===== config.mk =====
export PLATFORM = sky130hd
export DESIGN_NAME = izh_spike_decoder
export DESIGN_NICKNAME = d
export VERILOG_FILES = /design/src/rtl/izh_pkg.sv /design/src/rtl/izh_evt_fifo.sv /design/src/rtl/izh_spike_decoder.sv
export SDC_FILE = /design/constraint.sdc
export NUM_CORES = 1
export LEC_CHECK = 0
export CORE_UTILIZATION = 50
export CTS_BUF_LIST = sky130_fd_sc_hd__clkbuf_4 sky130_fd_sc_hd__clkbuf_8 sky130_fd_sc_hd__clkbuf_16
export DETAILED_ROUTE_END_ITERATION = 8
export PLACE_DENSITY = 0.7
export SLEW_MARGIN = 5
export SYNTH_ARGS = -nofsm -noshare
export SYNTH_HDL_FRONTEND = slang
export SYNTH_SLANG_ARGS = --single-unit

===== constraint.sdc =====
create_clock -name clk -period 3.93 [get_ports clk]
set_input_delay 1.179 -clock clk [delete_from_list [all_inputs] [get_ports clk]]
set_output_delay 1.179 -clock clk [all_outputs]
set_load 0.02 [all_outputs]

===== src/rtl/izh_pkg.sv =====
// Shared types and constants for the Izhikevich neuron tile and its spike decoder.
package izh_pkg;

  // Q8.9 membrane fixed-point format used by the neuron core
  localparam int unsigned FRAC_BITS = 9;
  localparam int unsigned WORD_W    = 18;

  localparam int SPIKE_TH = 30;
  localparam int REARM_TH = -40;

  localparam int unsigned EVT_TS_W = 16;

  typedef enum logic {
    ARMED,
    REFRACT
  } izh_state_e;

  typedef struct packed {
    logic [EVT_TS_W-1:0] ts;
    logic [EVT_TS_W-1:0] isi;
  } izh_evt_t;

endpackage


===== src/rtl/izh_evt_fifo.sv =====
// Synchronous event FIFO; a push while full is still taken when a pop happens on the same edge.
module izh_evt_fifo #(
  parameter int unsigned DEPTH = 4,
  parameter int unsigned W     = 32
) (
  input  logic                       clk_i,
  input  logic                       rst_i,
  input  logic                       push_i,
  input  logic                       pop_i,
  input  logic [W-1:0]               wdata_i,
  output logic [W-1:0]               rdata_o,
  output logic                       full_o,
  output logic                       empty_o,
  output logic [$clog2(DEPTH):0]     count_o
);

  localparam int unsigned AW = $clog2(DEPTH);
  localparam int unsigned CW = AW + 1;

  logic [W-1:0]  mem_q [DEPTH];
  logic [AW-1:0] wr_q, wr_d, rd_q, rd_d;
  logic [CW-1:0] count_q, count_d;
  logic          do_push, do_pop;

  assign full_o  = (count_q == CW'(DEPTH));
  assign empty_o = (count_q == '0);
  assign count_o = count_q;
  assign rdata_o = mem_q[rd_q];

  always_comb begin
    do_pop  = pop_i && !empty_o;
    do_push = push_i && (!full_o || do_pop);
    wr_d    = wr_q;
    rd_d    = rd_q;
    count_d = count_q;
    if (do_push) wr_d = wr_q + AW'(1);
    if (do_pop)  rd_d = rd_q + AW'(1);
    if (do_push && !do_pop)      count_d = count_q + CW'(1);
    else if (do_pop && !do_push) count_d = count_q - CW'(1);
  end

  always_ff @(posedge clk_i) begin
    if (rst_i) begin
      wr_q    <= '0;
      rd_q    <= '0;
      count_q <= '0;
    end else begin
      wr_q    <= wr_d;
      rd_q    <= rd_d;
      count_q <= count_d;
    end
  end

  // Storage needs no reset: the count alone decides what is valid.
  always_ff @(posedge clk_i) begin
    if (do_push) mem_q[wr_q] <= wdata_i;
  end

endmodule


===== src/rtl/izh_spike_decoder.sv =====
// Spike detector with hysteresis; queues {timestamp, inter-spike interval} events for readout.
module izh_spike_decoder
  import izh_pkg::*;
#(
  parameter int unsigned VW    = 8,
  parameter int unsigned TS_W  = 16,
  parameter int unsigned DEPTH = 4,
  parameter int          TH_HI = SPIKE_TH,
  parameter int          TH_LO = REARM_TH
) (
  input  logic                 clk,
  input  logic                 rst,
  input  logic                 ena,
  input  logic signed [VW-1:0] v_in,
  input  logic                 ovf_clr,
  output logic                 spike,
  output logic                 evt_valid,
  input  logic                 evt_ready,
  output logic [TS_W-1:0]      evt_ts,
  output logic [TS_W-1:0]      evt_isi,
  output logic [7:0]           spike_cnt,
  output logic                 ovf
);

  localparam logic signed [VW-1:0] TH_HI_V = TH_HI[VW-1:0];
  localparam logic signed [VW-1:0] TH_LO_V = TH_LO[VW-1:0];

  logic signed [VW-1:0] v_q, v_d;
  logic [TS_W-1:0]      ts_q, ts_d, isi_q, isi_d;
  izh_state_e           state_q, state_d;
  logic                 spike_q, spike_d, ovf_q, ovf_d;
  logic [7:0]           cnt_q, cnt_d;

  logic                    detect, pop, fifo_full, fifo_empty;
  logic [2*TS_W-1:0]       fifo_rdata;
  logic [$clog2(DEPTH):0]  fifo_count;

  always_comb begin
    v_d     = v_q;
    ts_d    = ts_q;
    isi_d   = isi_q;
    state_d = state_q;
    cnt_d   = cnt_q;
    ovf_d   = ovf_q;
    detect  = 1'b0;
    if (ena) begin
      v_d   = v_in;
      ts_d  = ts_q + TS_W'(1);
      isi_d = (isi_q == '1) ? isi_q : isi_q + TS_W'(1);
      unique case (state_q)
        ARMED: begin
          if (v_q >= TH_HI_V) begin
            detect  = 1'b1;
            state_d = REFRACT;
            isi_d   = TS_W'(1);
          end
        end
        REFRACT: begin
          if (v_q <= TH_LO_V) state_d = ARMED;
        end
      endcase
    end
    spike_d = detect;
    if (detect) cnt_d = cnt_q + 8'd1;
    pop = evt_ready && !fifo_empty;
    // A same-edge drop outranks the clear so no lost event goes unreported.
    if (ovf_clr) ovf_d = 1'b0;
    if (detect && fifo_full && !pop) ovf_d = 1'b1;
  end

  always_ff @(posedge clk) begin
    if (rst) begin
      v_q     <= '0;
      ts_q    <= '0;
      isi_q   <= '1;
      state_q <= ARMED;
      spike_q <= 1'b0;
      cnt_q   <= '0;
      ovf_q   <= 1'b0;
    end else begin
      v_q     <= v_d;
      ts_q    <= ts_d;
      isi_q   <= isi_d;
      state_q <= state_d;
      spike_q <= spike_d;
      cnt_q   <= cnt_d;
      ovf_q   <= ovf_d;
    end
  end

  izh_evt_fifo #(
    .DEPTH (DEPTH),
    .W     (2 * TS_W)
  ) u_fifo (
    .clk_i   (clk),
    .rst_i   (rst),
    .push_i  (detect),
    .pop_i   (pop),
    .wdata_i ({ts_q, isi_q}),
    .rdata_o (fifo_rdata),
    .full_o  (fifo_full),
    .empty_o (fifo_empty),
    .count_o (fifo_count)
  );

  assign evt_valid = (fifo_count != '0);
  assign evt_ts    = evt_valid ? fifo_rdata[2*TS_W-1:TS_W] : '0;
  assign evt_isi   = evt_valid ? fifo_rdata[TS_W-1:0] : '0;
  assign spike     = spike_q;
  assign spike_cnt = cnt_q;
  assign ovf       = ovf_q;

endmodule


==> flow_summary.yaml <==
floorplan:
  fp.dieW_um: 126
  initial_core_util: 0.519
  num_io_pins: 56
  die_area_sq_mm: 0.0158
  core_area_sq_mm: 0.0148
  die_h_um: 126
  row_count: 44
clock_tree:
  cts_root_buf: "clkbuf_16"
  htree_num_levels: 4
  hold_buffers: 0
  numCtsBuffers: 17
  ctsResizeCount: 0
  cts.clk_slew.worst_paths_ps: 70
  cts_sinks: 188
  clock_latency_ps: 430
  cts_buffer_depth: 2
  cts_tree: "yes"
  cts_setup_buffers: 0
route:
  post_drt_wl_per_cell_um: 17.8
  drt_iter0_markers: 448
  vias: 4548
  first_pass_iters: 5
  routed_wl_um: 14000
  drc: 0
  ant_nets: 0
  routed_via_density: 5.76
sta:
  hold_viol_final: 0
  rsz0062_at_grt: "no"
  clock_skew_ps: 11.1
  report.final.slew_viol_count: 0
  setup_tns_ps: 0
  finalCriticalPeriod_ps: 3610
  max_freq_mhz: 277
  fin_crit_sh: 0.920
  setup_viol: 0
  tightest_slew_ps: 611
  slew_headroom: 0.589
placement:
  portBuffers: 55
  gp_congestion: 0.891
  dp_hpwl_um: 8550
critical_path:
  crit_fanout: 29
  cp_data_required_time_ps: 2750
  critical_path_arrival_ps: 2440
  r2r_cells: 9
  end_kind: "output pin"
  startpoint_type: "flop"
  critPathKind: "reg -> out"
logic_synthesis:
  synthArstFlopShare: 0
  yosys_register_bits: 188
  synth_flop_cell: "edfxtp_1"
  yosysWarnings: 0
  avgSynthCellArea_sq_um: 14.5
  synth.net_count: 551
  synth_edf_count: 128
  synth_cell_types: 51
  synth_seq_area_share: 0.659
  netlist_area_sq_mm: 0.00766
  synth_cells: 529
global_routing:
  grt_start_max_net_pins: 53
  grt_pass1_wl_um: 23000
  grt-ovfl-total: 0
  grt_use_total: 0.192
  grt_pass1_vias: 4533
  grt_antenna_before_repair: 0
run_status:
  status: "finished clean"
run:
  drv_cap: 0
power:
  power.density_mw_per_mm2: 598
  power.leakage_nw: 3.16
  ir_worst_vdd_v: 0.000337
layout:
  syn2layout_area_growth_pct: 19.6
  fin_nets: 614
  diodes: 0
  utilization: 0.621
  drive_gt1_frac: 0.145
min_path:
  whs_path_depth: 2
  hp-class: "reg -> reg"
power by group:
group / internal (mW) / switching (mW)
registers: 2.20 / 0.0959
logic: 0.633 / 0.639
clock network: 1.19 / 0.718
total: 4.02 / 1.45
synthesized netlist by cell type, types with 2 or more instances:
cell type | instances | share of area
edfxtp_1 | 128 | 0.50
dfxtp_1 | 60 | 0.16
nor2_1 | 46 | 0.023
and2_1 | 37 | 0.030
mux4_2 | 32 | 0.094
nand2_1 | 21 | 0.010
xor2_1 | 18 | 0.021
a21oi_1 | 17 | 0.011
o21ai_0 | 16 | 0.010
clkbuf_1 | 15 | 0.0074
mux2i_1 | 13 | 0.017
inv_1 | 12 | 0.0059
nand4_1 | 12 | 0.0098
nand3_1 | 10 | 0.0065
nor3_1 | 10 | 0.0065
or3_1 | 9 | 0.0074
ha_1 | 8 | 0.013
xnor2_1 | 8 | 0.0091
and3_1 | 6 | 0.0049
buf_2 | 6 | 0.0039
a31oi_1 | 3 | 0.0025
nor2b_1 | 3 | 0.0025
o211ai_1 | 3 | 0.0029
or4_4 | 3 | 0.0044
a211o_1 | 2 | 0.0023
and4_1 | 2 | 0.0023
buf_1 | 2 | 0.00098
nand4_2 | 2 | 0.0033
nor4_1 | 2 | 0.0016
o31ai_1 | 2 | 0.0020
state kept, by name, summed over array words and instances, names as in the netlist, named ones only:
name,cells
u_fifo.mem_q,128
u_fifo.count_o,3
ts_q,16
v_q,8
ovf,1
spike,1
spike_cnt,8
u_fifo.rd_q,2
u_fifo.wr_q,2
state_q,1
isi_q,16
per-layer routing:
metal  global-route usage  up-vias  share of wire  routed length (um)
met5                    0        -              0                   0
met4               0.0787        0          0.019                 261
met3               0.0493       23          0.051                 721
met2                0.313      146           0.49                6940
met1                0.246     2261           0.44                6120
li1                     -     2118              -                   -
cells in the final DEF, fill, tap and decap left out, drive strengths merged, types with 8 or more instances in the layout:
cell             n
o21ai           17
nand4           14
or3              9
xnor2            8
clkbuf          17
and2            37
nand2           21
buf             15
edfxtp         128
nand3           10
inv             14
mux4            32
ha               8
xor2            18
clkdlybuf4s50   54
nor3            11
mux2i           13
a21oi           17
nor2            46
dfxtp           60
metrics by stage:
stage | std cells | power (mW) | instance area [sq um] | hold slack [ps] | setup WS [ps]
after floorplan | 529 | 3.11 | 7660 | 461 | 575
after global placement | 757 | 3.60 | 8490 | 472 | 364
after detailed placement | 757 | 3.62 | 8490 | 494 | 269
after CTS | 789 | 5.52 | 9160 | 504 | 232
after global routing | 789 | 5.70 | 9160 | 536 | 181
final | 789 | 5.48 | 9160 | 503 | 315
final timing paths:
path | from | end | slack, ps
min reg2reg | u_fifo.count_o[2]$_SDFFE_PP0P_ | u_fifo.count_o[2]$_SDFFE_PP0P_ | 500
min | u_fifo.count_o[2]$_SDFFE_PP0P_ | u_fifo.count_o[2]$_SDFFE_PP0P_ | 500
max reg2reg | u_fifo.count_o[0]$_SDFFE_PP0P_ | u_fifo.count_o[2]$_SDFFE_PP0P_ | 1240
max | flop | evt_isi[15] | 320
kinds of logic (layout without fill, tap and decap cells):
logic type                 count (synthesis)  in the layout  share of synthesized area
DFF                                      188            188                      0.659
adders and majority gates                  9              9                     0.0157
buffers and inverters                     38            114                     0.0211
xor gates and xnor gates                  26             26                     0.0297
muxes                                     45             45                      0.111
and+or+nand+nor                          168            168                      0.118
AOI/OAI and AO/OA                         55             55                     0.0457
area by class of cell:
type	count	area (sq um)
timing repair buffer	69	713
clock inverter	15	244
inverter	13	48.8
multi-input combinational	303	2450
sequential	188	5050
fill	1122	5590
tap	184	230
clock buffer	17	425
worst max-delay path, cell delays in order, from the launching register on:
cell             delay (ps)
dfxtp_2                 440
buf_12                  280
mux4_2                  560
and2_1                  180
clkdlybuf4s50_1         530
(Power assumes the default switching activity.)
